## src/rtl/regfile_pkg.sv

```systemverilog
// regfile_pkg: shared types, default widths and zero-register helper for regfile_mp.
package regfile_pkg;
  typedef enum logic {ST_INIT, ST_RUN} state_t;
  localparam int DEF_DATA_W = 32;
  localparam int DEF_ADDR_W = 5;
  function automatic logic zero_prot(input int idx, input int zr);
    return zr != 0 && idx == 0;
  endfunction
endpackage

```

## src/rtl/regfile_scoreboard.sv

```systemverilog
// regfile_scoreboard: per-register pending-write bits; reserve beats a same-cycle clearing write.
module regfile_scoreboard import regfile_pkg::*; #(
  parameter int ADDR_W = DEF_ADDR_W,
  parameter int NUM_RD = 2,
  parameter int DEPTH = 2**ADDR_W
) (
  input  logic                     clk,
  input  logic                     clr,
  input  logic                     run,
  input  logic                     set,
  input  logic [ADDR_W-1:0]        set_n,
  input  logic                     c0,
  input  logic [ADDR_W-1:0]        c0_n,
  input  logic                     c1,
  input  logic [ADDR_W-1:0]        c1_n,
  input  logic [NUM_RD*ADDR_W-1:0] rn,
  output logic [NUM_RD-1:0]        busy
);
  logic [DEPTH-1:0] pend, pend_n;
  always_comb begin
    pend_n = pend;
    if (c0) pend_n[c0_n] = 1'b0;
    if (c1) pend_n[c1_n] = 1'b0;
    if (set) pend_n[set_n] = 1'b1;
  end
  always_ff @(posedge clk) begin
    if (clr) pend <= '0;
    else pend <= pend_n;
  end
  for (genvar k = 0; k < NUM_RD; k++) begin : g_busy
    assign busy[k] = run && pend[rn[k*ADDR_W +: ADDR_W]];
  end
endmodule

```

## src/rtl/regfile_mp.sv

```systemverilog
// regfile_mp: multi-port MIPS register file with pending scoreboard and post-reset clear sweep.
// Define REGFILE_BYPASS_EN to forward same-cycle write data to the read ports.
module regfile_mp import regfile_pkg::*; #(
  parameter int DATA_W = DEF_DATA_W,
  parameter int ADDR_W = DEF_ADDR_W,
  parameter int NUM_RD = 2,
  parameter int ZERO_REG = 1
) (
  input  logic                     clk,
  input  logic                     clr,
  input  logic [NUM_RD*ADDR_W-1:0] rn,
  output logic [NUM_RD*DATA_W-1:0] q,
  output logic [NUM_RD-1:0]        busy,
  input  logic                     we0,
  input  logic [ADDR_W-1:0]        wn0,
  input  logic [DATA_W-1:0]        d0,
  input  logic                     we1,
  input  logic [ADDR_W-1:0]        wn1,
  input  logic [DATA_W-1:0]        d1,
  input  logic                     rsv,
  input  logic [ADDR_W-1:0]        rsv_n,
  output logic                     ready
);
  localparam int DEPTH = 2**ADDR_W;
  state_t state, state_n;
  logic [ADDR_W-1:0] cnt, cnt_n;
  logic [DATA_W-1:0] mem [DEPTH];
  logic run, w0, w1, rs;
  logic [NUM_RD-1:0] sb_busy;
  assign run = state == ST_RUN;
  assign ready = run;
  assign w1 = run && we1 && !zero_prot(int'(wn1), ZERO_REG);
  assign w0 = run && we0 && !zero_prot(int'(wn0), ZERO_REG) && !(w1 && wn1 == wn0);
  assign rs = run && rsv && !zero_prot(int'(rsv_n), ZERO_REG);
  always_ff @(posedge clk) begin
    state <= state_n;
    cnt <= cnt_n;
  end
  always_comb begin
    state_n = state;
    cnt_n = run ? cnt : cnt + 1'b1;
    if (clr) begin
      state_n = ST_INIT;
      cnt_n = '0;
    end else if (!run && cnt == '1) state_n = ST_RUN;
  end
  // No reset on the array: the sweep clears it one entry per cycle.
  always_ff @(posedge clk) begin
    if (!clr) begin
      if (!run) mem[cnt] <= '0;
      if (w0) mem[wn0] <= d0;
      if (w1) mem[wn1] <= d1;
    end
  end
  regfile_scoreboard #(.ADDR_W(ADDR_W), .NUM_RD(NUM_RD), .DEPTH(DEPTH)) u_sb (
    .clk(clk), .clr(clr), .run(run), .set(rs), .set_n(rsv_n),
    .c0(w0), .c0_n(wn0), .c1(w1), .c1_n(wn1), .rn(rn), .busy(sb_busy)
  );
  for (genvar k = 0; k < NUM_RD; k++) begin : g_rd
    logic [ADDR_W-1:0] r;
    logic zr;
    assign r = rn[k*ADDR_W +: ADDR_W];
    assign zr = !run || zero_prot(int'(r), ZERO_REG);
`ifdef REGFILE_BYPASS_EN
    logic hit0, hit1;
    assign hit1 = w1 && wn1 == r;
    assign hit0 = w0 && wn0 == r;
    assign q[k*DATA_W +: DATA_W] = zr ? '0 : hit1 ? d1 : hit0 ? d0 : mem[r];
    assign busy[k] = sb_busy[k] && !hit1 && !hit0;
`else
    assign q[k*DATA_W +: DATA_W] = zr ? '0 : mem[r];
    assign busy[k] = sb_busy[k];
`endif
  end
endmodule
```

## config.mk

```make
export PLATFORM = sky130hd
export DESIGN_NAME = regfile_mp
export DESIGN_NICKNAME = d
export VERILOG_FILES = /design/src/rtl/regfile_pkg.sv /design/src/rtl/regfile_scoreboard.sv /design/src/rtl/regfile_mp.sv
export SDC_FILE = /design/constraint.sdc
export NUM_CORES = 2
export LEC_CHECK = 0
export ABC_AREA = 0
export BUFFER_PORTS_ARGS = -buffer_cell sky130_fd_sc_hd__buf_2
export CAP_MARGIN = 20
export CORE_UTILIZATION = 25
export DETAILED_ROUTE_END_ITERATION = 8
export GPL_ROUTABILITY_DRIVEN = 0
export SETUP_SLACK_MARGIN = 0.2
export SLEW_MARGIN = 20
export SYNTH_ARGS = -nofsm -noshare
export SYNTH_HDL_FRONTEND = slang
export SYNTH_SLANG_ARGS = --single-unit
```

## constraint.sdc

```tcl
create_clock -name clk -period 3.45 [get_ports clk]
set_input_delay 0.1725 -clock clk [delete_from_list [all_inputs] [get_ports clk]]
set_output_delay 0.1725 -clock clk [all_outputs]
set_load 0.05 [all_outputs]
```

==> results.toml <==
[floorplan]
dieHeight_um = 495
core_um2 = 241000
dieArea_um2 = 245000
chipWidth_um = 495
start_util_pct = 25.2
io_pins = 161
row_count = 180

[synthesis]
ys_top_cells_by_count = "nand2_1 (1,063), edfxtp_1 (1,024), o21ai_0 (846)"
ys_warn_count = 0
synth_xor_area_share_pct = 0.101
ys_async_sr_fraction_pct = 0
synthAdderAreaFrac_pct = 0.0411
synth_mux_area_share_pct = 24.1
synth-simple-area-share_pct = 8.32
ys_seq_area_share_pct = 51.8
synth_area_um2 = 60800
synth_edf_count = 1024
yosysTopAreaCell = "edfxtp_1"
synth_area_leaders = "edfxtp_1 (51%), mux4_2 (20%), o21ai_0 (7.0%)"
ys_types = 50
synth-compound-area-share_pct = 11.3
syn_inst = 5023
yosys.cell_count.top_type = "nand2_1"
synth_top_family_by_area = "multiplexers"
synth_top_area_share_pct = 50.5
synth_ff_type = "edfxtp_1"
avgSynthCellArea_um2 = 12.1
synth-seq-cells = 1062
syn_nets = 5119

[setup_path]
r2r_start = "ready"
crit_buf_inv = 3
critical_path_class = "flip-flop to output pin"
path_max_fanout = 32
arrival_ns = 3.07
crit_family = "simple AND/OR/NAND/NOR gates"
rrSetupSlack_ns = 0.33
required_ns = 3.28
cp_slowest_stage_delay_ns = 0.65
r2r_cells = 7
r2r-end = "mem[25][9]"
crit_chain = "buf_8, or4b_2, buf_12, o22ai_1, or2_2, buf_12"
start_kind = "flip-flop"
cpMostUsedCell = "buf_12"
crit_path_top_delay_cell = "or4b_2"
end_kind = "output pin"

[run_status]
status = "finished clean"

[worst_hold_path]
hp-class = "input pin to flip-flop"
holdCritStartpoint = "d1[30]"
worstHoldPathCells = 4
min_to = "mem[4][30]"

[cells_and_area]
syn_to_final_growth_pct = 18.1
drive_gt1_share_pct = 25.5
layout.nets = 5037
stdcell_count = 8211

[clock_tree]
root_buffer = "clkbuf_16"
cts.reportedPaths.clkPinSlew_ns = 0.07
cts_buffers = 107
cts_setup_buffers = 0
cts.sink_count = 1062
clock_path_buffers = 3
cts_tree = "yes"
cts.htree.levels = 3
clock_latency_ns = 0.74

[placed_design]
place_hpwl_um = 147000
io_buffers = 160
placed_cells = 8000

[routing]
vias_per_cell = 5.57
post-route-drc-count = 0
drt-total-wl_um = 240000
routedWlPerCell_um = 29.2
firstDrtPassIters = 6
drtAntennaViolNets = 0
vias = 45700
initialDrtViolationCount = 6855

[sta]
tightest_slew_ns = 1.08
timing.hold.ws_ns = 0.0604
relSlewSlack_pct = 27.9
setup_viol_count_final = 0
period_share_pct = 93.9
tns_ns = 0
post-route-min-period_ns = 3.24
maxSlewViolCount = 0
fmax_ghz = 0.309
rsz0062_at_grt = "yes"
skew_ns = 0.0164
finalHoldViolations = 0

[global_route]
antenna_found_initial = 4
globalRouteOverflowTotal = 0
gr-usage-all-layers_pct = 19.2
grt_pass1_vias = 44000
grt_pass1_wl_um = 334000
grt_max_degree = 94

[run]
drv_cap = 0

[power_and_ir_drop]
p_leak_nw = 22.4
ir_drop_v = 0.000349
p_per_area_nw_per_um2 = 386
worst max path at each step:
stage	startpoint	to	slack [ns]	depth (start not counted)
after floorplan	ready	mem[1][0]	-0.48	5
after global placement	wn1[1]	mem[14][26]	0.13	8
after detailed placement	wn1[1]	mem[14][22]	0.15	8
after CTS	ready	q[31]	0.21	6
after global routing	ready	q[26]	0.18	6
final	ready	q[26]	0.21	6
timing repair:
| item | 4_1_cts | 5_1_grt |
|---|---|---|
| endpoints found under the setup margin | 56 | 40 |
| endpoints found under the hold margin | 44 | 0 |
| hold buffers | 17 | 0 |
| resized for setup | 16 | 5 |
worst reg2reg max path: stages, from the launching register on:
cell	delay, ns
dfxtp_1	0.43
nand2_1	0.15
a211oi_4	0.34
buf_12	0.30
a21o_1	0.20
a21o_1	0.71
o22ai_4	0.42
buf_12	0.31
layer usage:
metal | vias up | GRT usage, % | share of wire, %
li1 | 18900 | - | -
met1 | 22700 | 25.7 | 37
met2 | 3474 | 29.2 | 45
met3 | 583 | 4.89 | 14
met4 | 2 | 7.99 | 4.6
met5 | - | 0 | 0.0046
power breakdown:
part           total, mW  internal [mW]  switching (mW)
Sequential          14.0           14.0          0.0394
Combinational       2.21          0.928            1.28
Clock               11.5           6.12            5.33
layout make-up:
cell class / count / area [µm²]
Clock buffer: 142 / 2870
Multi-Input combinational cell: 3300 / 27700
Tap cell: 3185 / 3990
Antenna cell: 1 / 2.50
Timing Repair Buffer: 435 / 5290
Fill cell: 23900 / 169000
Inverter: 35 / 133
Sequential cell: 1062 / 31500
Clock inverter: 51 / 359
cells by family after synthesis:
family | Yosys count
AOI/OAI and AO/OA | 1252
xor gates and xnor gates | 7
adders and majority gates | 2
buffers and inverters | 661
DFF | 1062
muxes | 802
and+or+nand+nor | 1237
placed cells by master, fill, tap and decap left out, types with 10 or more instances in the layout:
master	Yosys	final
o2111ai_1	16	16
o21ai_1	163	163
clkinv_2	0	17
o22ai_1	167	133
nand2_1	1063	1037
nand3b_1	15	15
clkinv_1	0	21
mux4_2	530	530
a211oi_4	0	33
mux2_2	10	10
buf_8	0	10
buf_2	142	87
nor2_1	18	17
clkbuf_16	0	109
or2_2	65	55
buf_6	0	19
nand3_1	24	17
clkbuf_1	376	30
edfxtp_1	1024	1024
o22ai_4	0	31
buf_12	0	164
or2_4	0	10
mux2i_1	262	262
dlygate4sd3_1	0	17
o21ai_0	846	846
inv_1	35	34
dfxtp_1	38	38
buf_4	4	138
nand2_4	0	26
stage by stage:
step | total power, mW | cell area, µm² | util (%) | setup WS (ns)
after floorplan | 15.7 | 60900 | - | -0.484
after global placement | 16.5 | 68100 | 28.2 | 0.131
after detailed placement | 16.5 | 68400 | 28.3 | 0.151
after CTS | 27.7 | 71800 | 29.8 | 0.207
after global routing | 28.2 | 71800 | 29.8 | 0.182
final | 27.7 | 71800 | 29.8 | 0.210
state kept, by name, summed over array words and instances, names as in the netlist:
signal	cells
ready	1
mem	1024
cnt	5
u_sb.pend	32
Power figures use the tool's default switching activity.
